File: config.mk
export PLATFORM = sky130hd
export DESIGN_NAME = hsem_mc
export DESIGN_NICKNAME = d
export VERILOG_FILES = /design/src/rtl/hsem_mc.sv
export SDC_FILE = /design/constraint.sdc
export NUM_CORES = 2
export LEC_CHECK = 0
export ABC_CLOCK_PERIOD_IN_PS = 5700
export CORE_MARGIN = 5
export CORE_UTILIZATION = 30
export DETAILED_ROUTE_END_ITERATION = 6
export HOLD_SLACK_MARGIN = 0.05
export PLACE_DENSITY = 0.44
export SLEW_MARGIN = 40
export SYNTH_ARGS = -nofsm -noshare
export SYNTH_HDL_FRONTEND = slang
export SYNTH_HIERARCHICAL = 1
export SYNTH_SLANG_ARGS = --single-unit
File: constraint.sdc
create_clock -name hclk -period 5.7 [get_ports hclk]
set_input_delay 1.14 -clock hclk [delete_from_list [all_inputs] [get_ports hclk]]
set_output_delay 1.14 -clock hclk [all_outputs]
set_load 0.1 [all_outputs]
File: src/rtl/hsem_mc.sv
// hsem_mc: AHB-Lite hardware semaphore block. It supports 2-step (write) and 1-step (read-lock)
// locking, owner-checked release, keyed bulk clear, and a per-core interrupt raised on each release.

module hsem_lane (
  input  logic       clk,
  input  logic       rst,
  input  logic       wr,
  input  logic       rlr,
  input  logic       bulk,
  input  logic       wlock,
  input  logic [3:0] wcid,
  input  logic [7:0] wpid,
  input  logic [3:0] master,
  output logic       lock,
  output logic [3:0] coreid,
  output logic [7:0] pid,
  output logic       rel
);
  // A release must name the exact owner; a bulk clear only has to match the core.
  assign rel = lock & ((wr & ~wlock & (coreid == wcid) & (pid == wpid)) |
                       (bulk & (coreid == wcid)));

  always_ff @(posedge clk) begin
    if (rst) begin
      lock   <= 1'b0;
      coreid <= '0;
      pid    <= '0;
    end else if (rel) begin
      lock   <= 1'b0;
      coreid <= '0;
      pid    <= '0;
    end else if (!lock && wr && wlock) begin
      lock   <= 1'b1;
      coreid <= wcid;
      pid    <= wpid;
    end else if (!lock && rlr) begin
      lock   <= 1'b1;
      coreid <= master;
      pid    <= '0;
    end
  end
endmodule

module hsem_mc #(
  parameter int          NUM_SEM  = 32,
  parameter int          NUM_CORE = 4,
  parameter logic [15:0] CLR_KEY  = 16'hA5A5
) (
  input  logic                hclk,
  input  logic                hreset,
  input  logic                hsel,
  input  logic                hready,
  input  logic [1:0]          htrans,
  input  logic                hwrite,
  input  logic [2:0]          hsize,
  input  logic [11:0]         haddr,
  input  logic [31:0]         hwdata,
  input  logic [3:0]          hmaster,
  output logic                hreadyout,
  output logic                hresp,
  output logic [31:0]         hrdata,
  output logic [NUM_CORE-1:0] intr
);
  typedef struct packed {
    logic        vld;
    logic        wr;
    logic [11:0] addr;
    logic [3:0]  master;
  } req_t;

  req_t dp;

  assign hreadyout = 1'b1;
  assign hresp     = 1'b0;

  always_ff @(posedge hclk) begin
    if (hreset) begin
      dp <= '0;
    end else if (hready) begin
      dp.vld    <= hsel & htrans[1];
      dp.wr     <= hwrite;
      dp.addr   <= haddr;
      dp.master <= hmaster;
    end
  end

  logic [4:0] sidx;
  logic [3:0] cidx;
  logic [1:0] creg;
  logic       is_r, is_rlr, is_core, is_cr, bulk;

  assign sidx    = dp.addr[6:2];
  assign cidx    = dp.addr[7:4];
  assign creg    = dp.addr[3:2];
  assign is_r    = dp.vld & (dp.addr[11:7] == 5'd0);
  assign is_rlr  = dp.vld & (dp.addr[11:7] == 5'd1);
  assign is_core = dp.vld & (dp.addr[11:8] == 4'd1);
  assign is_cr   = dp.vld & (dp.addr[11:2] == 10'h080);
  assign bulk    = is_cr & dp.wr & (hwdata[31:16] == CLR_KEY);

  logic [NUM_SEM-1:0]      wr_r, rd_rlr, lock, rel;
  logic [NUM_SEM-1:0][3:0] coreid;
  logic [NUM_SEM-1:0][7:0] pid;

  always_comb begin
    wr_r   = '0;
    rd_rlr = '0;
    for (int i = 0; i < NUM_SEM; i++) begin
      wr_r[i]   = is_r & dp.wr & (sidx == 5'(i));
      rd_rlr[i] = is_rlr & ~dp.wr & (sidx == 5'(i));
    end
  end

  hsem_lane u_lane [NUM_SEM-1:0] (
    .clk    (hclk),
    .rst    (hreset),
    .wr     (wr_r),
    .rlr    (rd_rlr),
    .bulk   (bulk),
    .wlock  (hwdata[31]),
    .wcid   (hwdata[11:8]),
    .wpid   (hwdata[7:0]),
    .master (dp.master),
    .lock   (lock),
    .coreid (coreid),
    .pid    (pid),
    .rel    (rel)
  );

  logic [NUM_CORE-1:0][NUM_SEM-1:0] ier, isr, isr_set, icr_clr, misr;
  logic [NUM_CORE-1:0]              ier_wr;

  always_comb begin
    isr_set = '0;
    icr_clr = '0;
    ier_wr  = '0;
    misr    = '0;
    for (int c = 0; c < NUM_CORE; c++) begin
      for (int i = 0; i < NUM_SEM; i++)
        isr_set[c][i] = rel[i] & (coreid[i] != 4'(c));
      ier_wr[c] = is_core & dp.wr & (cidx == 4'(c)) & (creg == 2'd0);
      if (is_core && dp.wr && cidx == 4'(c) && creg == 2'd1)
        icr_clr[c] = hwdata[NUM_SEM-1:0];
      misr[c] = isr[c] & ier[c];
    end
  end

  // Set wins over a same-cycle ICR clear; intr follows MISR one cycle later.
  always_ff @(posedge hclk) begin
    if (hreset) begin
      ier  <= '0;
      isr  <= '0;
      intr <= '0;
    end else begin
      for (int c = 0; c < NUM_CORE; c++) begin
        if (ier_wr[c]) ier[c] <= hwdata[NUM_SEM-1:0];
        isr[c]  <= (isr[c] & ~icr_clr[c]) | isr_set[c];
        intr[c] <= |misr[c];
      end
    end
  end

  // An RLR read of a free semaphore returns the state it is about to take.
  always_comb begin
    hrdata = '0;
    if (dp.vld && !dp.wr) begin
      for (int i = 0; i < NUM_SEM; i++) begin
        if ((is_r || is_rlr) && sidx == 5'(i)) begin
          if (is_rlr && !lock[i]) hrdata = {1'b1, 19'b0, dp.master, 8'h00};
          else                    hrdata = {lock[i], 19'b0, coreid[i], pid[i]};
        end
      end
      for (int c = 0; c < NUM_CORE; c++) begin
        if (is_core && cidx == 4'(c)) begin
          case (creg)
            2'd0:    hrdata = 32'(ier[c]);
            2'd2:    hrdata = 32'(isr[c]);
            2'd3:    hrdata = 32'(misr[c]);
            default: hrdata = '0;
          endcase
        end
      end
    end
  end

  logic unused;
  assign unused = ^{hsize, htrans[0], dp.addr[1:0], hwdata[30:12]};
endmodule

**Word-level counts from Yosys, hierarchy flattened**

Index checks and enable logic that the tools add are counted.

- Eq/ne operators: 201
- Bitwise gates (word level): 420
- Mux-type cells: 269
- Reduce and logical (&&, ||, !) cells: 312

Operators by type and width:

| cell | count |
|---|---|
| $mux W32 | 73 |
| $mux W8 | 64 |
| $pmux W32 S3 | 4 |
| $and A1 B1 Y1 | 370 |
| $and A32 B32 Y32 | 8 |
| $eq A8 B8 Y1 | 32 |
| $mux W4 | 64 |
| $ne A4 B2 Y1 const B | 64 |
| $logic_and A1 B1 Y1 | 174 |
| $eq A4 B4 Y1 | 32 |
| $ne A4 B1 Y1 const B | 32 |
| $not A32 Y32 | 4 |
| $or A32 B32 Y32 | 4 |
| $reduce_bool A4 Y1 | 32 |
| $reduce_or A32 Y1 | 4 |
| $eq A5 B5 Y1 const B | 16 |
| $mux W1 | 64 |
| $reduce_bool A2 Y1 | 32 |
| $reduce_or A2 Y1 | 32 |
| $eq A5 B4 Y1 const B | 8 |
| $logic_not A1 Y1 | 33 |
| $or A1 B1 Y1 | 32 |
| $eq A5 B3 Y1 const B | 4 |
| $eq A16 B16 Y1 const B | 1 |
| other kinds (12) | 19 |

- Register bits: 694
- Logic and storage cells: 1311
- Output and inout port bits: 38
- Input bits: 58

**Longest topological paths before layout**

- Depth after elaboration: 41
- Gate-level depth with buffers: 16
- Mapped depth without buffers: 10

**By module**

The synthesis kept the hierarchy.

By module, submodules not included:

| module | sequential area each (um^2) | cells an instance | instances | area each (um^2) |
|---|---|---|---|---|
| hsem_lane | 260.2 | 75 | 32 | 693.2 |
| hsem_mc | 5525.3 | 3224 | 1 | 21718.3 |

**Least setup slack after synthesis**

No wires, ideal clock.

- Path type: register to output
- From: register dp[13] in the netlist's numbering
- To: output port hrdata[7]
- Slack: -1.018 ns
- Cell stages (with the launch flop): 13
- Arrival: 5.578 ns
- Path through: dfxtp_1 > or4b_1 > buf_2 > buf_6 > buf_6 > or3_1 > clkbuf_1 > nor2_4 > a22oi_1 > o221a_2 > a2111oi_0 > a211oi_1 > o41ai_1

- Cells in the longest elaborated chain, start to end: 41
- Elaborated cells between the ends (all ways): 144
- Those cells by class: eq/ne (2); mux (69); bitwise (3); reduce/logical (70)

Ends and longest elaborated chain:

| item | line | RTL |
|---|---|---|
| start: declaration | 71 | `req_t dp;` |
| $eq A5 B1 Y1 or $logic_not A5 Y1 (tied branches) | 96, 95 |  |
| $and A1 B1 Y1 (on tied branches) | 96, 95 |  |
| $logic_and A1 B1 Y1 or $logic_or A1 B1 Y1 (tied branches) | 169, 168 |  |
| $mux W32 or $logic_and A1 B1 Y1 (tied branches) | 169, 168 |  |
| $mux W32 (32 in a row) | 168 | `if ((is_r \|\| is_rlr) && sidx == 5'(i)) begin` |
| $mux W32 (3 in a row) | 174 | `if (is_core && cidx == 4'(c)) begin` |
| $mux W32 * | 174 |  |
| $mux W32 * | 166 | `if (dp.vld && !dp.wr) begin` |
| end: declaration | 61 | `output logic [31:0] hrdata,` |

Every way passes the cells marked *; elsewhere a longest branch is shown, timed or not.

**Final worst setup path**

- From: register dp (netlist bit creg[0])
- To: output port hrdata[2]

- Cells in the longest elaborated chain, start to end: 39
- Elaborated cells between the ends (all ways): 108
- Those cells by class: eq/ne (33); mux (41); reduce/logical (34)

Ends and longest elaborated chain:

| item | line |
|---|---|
| $logic_not A5 Y1 | 168 |
| $logic_and A1 B1 Y1 | 168 |
| $mux W32 (32 in a row) | 168 |
| $mux W32 (3 in a row) | 174 |
| $mux W32 * | 174 |
| $mux W32 * | 166 |

Marks and branches as above.

==> results.py <==
metrics = {
    "run_status": {
        "outcome": "finished, violations left",
        "failed_checks": "setup timing",
    },
    "sta": {
        "hold_ws_ps": 471,
        "finalSetupViolCount": 4,
        "final_hold_viol_count": 0,
        "min_period_over_period_pct": 101,
        "period_needed_ps": 5780,
        "slew-limit-headroom_pct": 34.4,
        "rsz0062_at_grt": "true",
        "final.setup.worst_slack_ps": -84.3,
        "slew_viol_final": 0,
        "fin_worst_skew_ps": 51.9,
        "worst_slew_pin_slew_ps": 973,
        "fmax_mhz": 173,
    },
    "clock_network": {
        "cts_inserted_buffers": 90,
        "clk_pin_slew_ps": 60,
        "cts_sinks": 692,
        "hold_buffers": 0,
        "cts_tree": "built",
        "clk_path_buf_depth": 3,
        "clk-insertion-delay-late_ps": 750,
        "ctsRootBufferMaster": "clkbuf_16",
        "htree_levels": 3,
    },
    "routing": {
        "dr_total_vias": 49000,
        "dr.pass1.iters": 7,
        "totalWireLength_um": 254000,
        "ant_nets": 0,
        "dr.first_iter.drc_count": 7413,
        "via_per_inst": 6.30,
        "drc": 0,
        "detail_route.wl_per_cell_um": 32.6,
    },
    "logic_synthesis": {
        "avgSynthCellArea_um2": 7.81,
        "synth_area_leaders": "dfxtp_1, xnor2_1, a22oi_1",
        "yosysTopAreaCell": "dfxtp_1",
        "synth_edf_count": 0,
        "syn_nets": 5682,
        "yosysSeqAreaShare_pct": 31.6,
        "ys_seq_elements": 692,
        "async_reset_ff_share_pct": 0,
        "postSynthCellCount": 5624,
        "yosysWarnings": 6,
        "yosysUniqueCellTypes": 85,
        "synth_top_area_share_pct": 31.6,
        "ys.flop_type": "dfxtp_1",
        "netlist_area_um2": 43900,
    },
    "power_and_ir_drop": {
        "total_leakage_power_nw": 16.7,
        "fin_total_pwr_mw": 12.2,
        "max-vdd-ir-drop_v": 0.000222,
        "p_per_area_nw_per_um2": 233,
    },
    "grt": {
        "grt_pass1_vias": 44800,
        "grt_max_degree": 82,
        "gr-usage-all-layers_pct": 31.5,
        "grt_first_pass_wirelength_um": 352000,
        "grt-ovfl-total": 0,
        "antenna_found_initial": 10,
    },
    "setup_path": {
        "arrival_ps": 4640,
        "cp_slowest_cell": "nand3_1",
        "max_stage_delay_ps": 530,
        "cp-start-kind": "register",
        "worstPathCellList": "buf_4 -> nor2_1 -> nand3_1 -> nor2_2 -> a32oi_1 -> nand4_1 -> a21oi_1 -> or3_1 -> a221oi_2 -> buf_4 -> buf_12",
        "cp-end-kind": "output pin",
        "crit_type": "register to output pin",
        "crit_top_cell": "buf_4",
        "path_max_fanout": 32,
        "required_ps": 4560,
    },
    "final_layout": {
        "fillers": 15200,
        "fin_area_um2": 52600,
        "area_delta_synth_final_pct": 19.9,
        "fin_nets": 5847,
        "drive_gt1_share_pct": 16.0,
    },
    "placement": {
        "dp_hpwl_um": 187000,
        "port_buffers": 87,
        "preCtsSetupSlack_ps": 265,
        "place_congestion": 1.03,
        "place_area_um2": 49000,
    },
    "job": {
        "maxCapViolCount": 0,
    },
    "floorplan": {
        "die_area_um2": 154000,
        "num_io_pins": 96,
        "die_h_um": 393,
        "initial_utilization_pct": 30.2,
        "chipWidth_um": 393,
        "rows": 140,
        "core_area_um2": 146000,
    },
    "min_path": {
        "hp-class": "register to register",
    },
}
==> worst paths after layout <==
| path | from | endpoint | slack (ps) | cells past startpoint |
|---|---|---|---|---|
| max reg2reg | dp[14]$_SDFFE_PP0P_ | isr[65]$_SDFF_PP0_ | 930 | 12 |
| max | creg[0]$_SDFFE_PP0P_ | hrdata[2] | -80 | 11 |
| min reg2reg | ier[48]$_SDFFE_PP0P_ | ier[48]$_SDFFE_PP0P_ | 470 | 2 |
| min | ier[48]$_SDFFE_PP0P_ | ier[48]$_SDFFE_PP0P_ | 470 | 2 |
==> flip-flops by register name, indices dropped and copies added (netlist names) <==
| register | cells |
|---|---|
| cidx | 4 |
| dp | 10 |
| ier | 128 |
| intr | 4 |
| creg | 2 |
| u_lane/pid | 256 |
| isr | 128 |
| u_lane/coreid | 128 |
| u_lane/lock | 32 |
==> repair_timing <==
| action | in CTS | in global routing |
|---|---|---|
| cloned | 1 | 2 |
| resized for setup | 38 | 32 |
| endpoints found under the setup margin | 13 | 12 |
| buffers inserted | 2 | 1 |
| pin swaps | 3 | 8 |
==> placed cells by master, fill, tap and decap left out, types with 19 or more instances in the layout <==
cell type,netlist,routed
nand2_1,705,703
dfxtp_1,692,683
a21oi_1,437,432
nor3_1,426,423
buf_4,2,398
xnor2_1,384,384
a22oi_1,371,371
nor2_1,382,364
nand3_1,219,217
o22ai_1,170,170
mux2i_1,164,164
o21ai_0,162,158
o22a_1,130,130
nand4_1,97,97
clkbuf_16,0,92
or2_2,71,71
a31oi_1,62,60
buf_12,0,50
inv_1,40,39
nor2b_1,40,38
clkdlybuf4s50_1,0,37
a2111oi_0,44,36
nand3_2,32,34
a221oi_1,39,34
o21bai_1,34,34
nor4_4,32,32
a21bo_2,32,32
nand3b_1,29,29
mux2_2,27,27
o41ai_1,34,26
clkbuf_8,0,24
o211ai_1,22,22
or3_1,29,21
a211oi_1,31,19
==> metrics by stage <==
step | setup TNS (ps) | util (%) | cells
6_report | -190 | 36.2 | 7784
3_5_place_dp | 0 | 33.7 | 7606
4_1_cts | 0 | 36.0 | 7775
3_3_place_gp | 0 | 33.6 | 7606
5_1_grt | -30.5 | 36.1 | 7780
2_1_floorplan | 0 | - | 5624
==> cell usage after synthesis, drive strengths merged (7+ instances only) <==
master and instances:
o211ai 22, nor4 40, a21o 12, xnor2 384
o21a 13, o2111ai 7, nor2 384, a22oi 371
nand3b 29, or3 29, o41ai 34, a221oi 39
nor3b 7, dfxtp 692, o21ai 163, a21bo 32
a31oi 62, mux2 27, nand2b 15, a311oi 9
or2 71, and3 16, o31ai 11, nor2b 40
inv 40, mux2i 164, nor3 429, nor4b 7
nand2 705, nand4 97, o22a 130, a21oi 437
buf 146, nand3 251, a211oi 31, clkbuf 279
a222oi 8, a2111oi 45, o21bai 34, a22o 17
a32oi 11, o221ai 14, o22ai 170
==> power by group <==
group,internal [mW],switching [mW]
Combinational,0.342,0.797
Sequential,4.84,0.0492
Clock,3.69,2.53
==> layer usage <==
metal	share of wire (%)	global-route usage, %
met4	5.7	14.9
met1	42	43.7
met5	0.016	0
met3	10	7.16
met2	41	46.1
==> worst max-delay path, delay by kind of cell (launching register included) <==
family / cells / cell delay (ps)
AO/OA/AOI/OAI: 3 / 670
buffers and inverters: 3 / 660
flip-flops: 1 / 510
AND/OR/NAND/NOR: 5 / 2040
==> kinds of logic after synthesis <==
group                  count (synthesis)  share of synthesized area, %
AO/OA/AOI/OAI                       1732                          26.9
XOR/XNOR                             384                          7.66
buffers and inverters                465                          4.90
flip-flops                           692                          31.6
multiplexers                         191                          4.43
other                                  2                        0.0171
AND/OR/NAND/NOR                     2158                          24.5
==> area by class of cell <==
type,instances,area (um^2),share of cell area [%]
Sequential cell,692,13900,26.4
Multi-Input combinational cell,4467,28500,54.1
Clock buffer,129,2640,5.01
Clock inverter,37,531,1.01
Timing Repair Buffer,498,4540,8.62
Inverter,40,150,0.285
Antenna cell,4,10.0,0.0190
Tap cell,1917,2400,4.56
(Power assumes the default switching activity.)
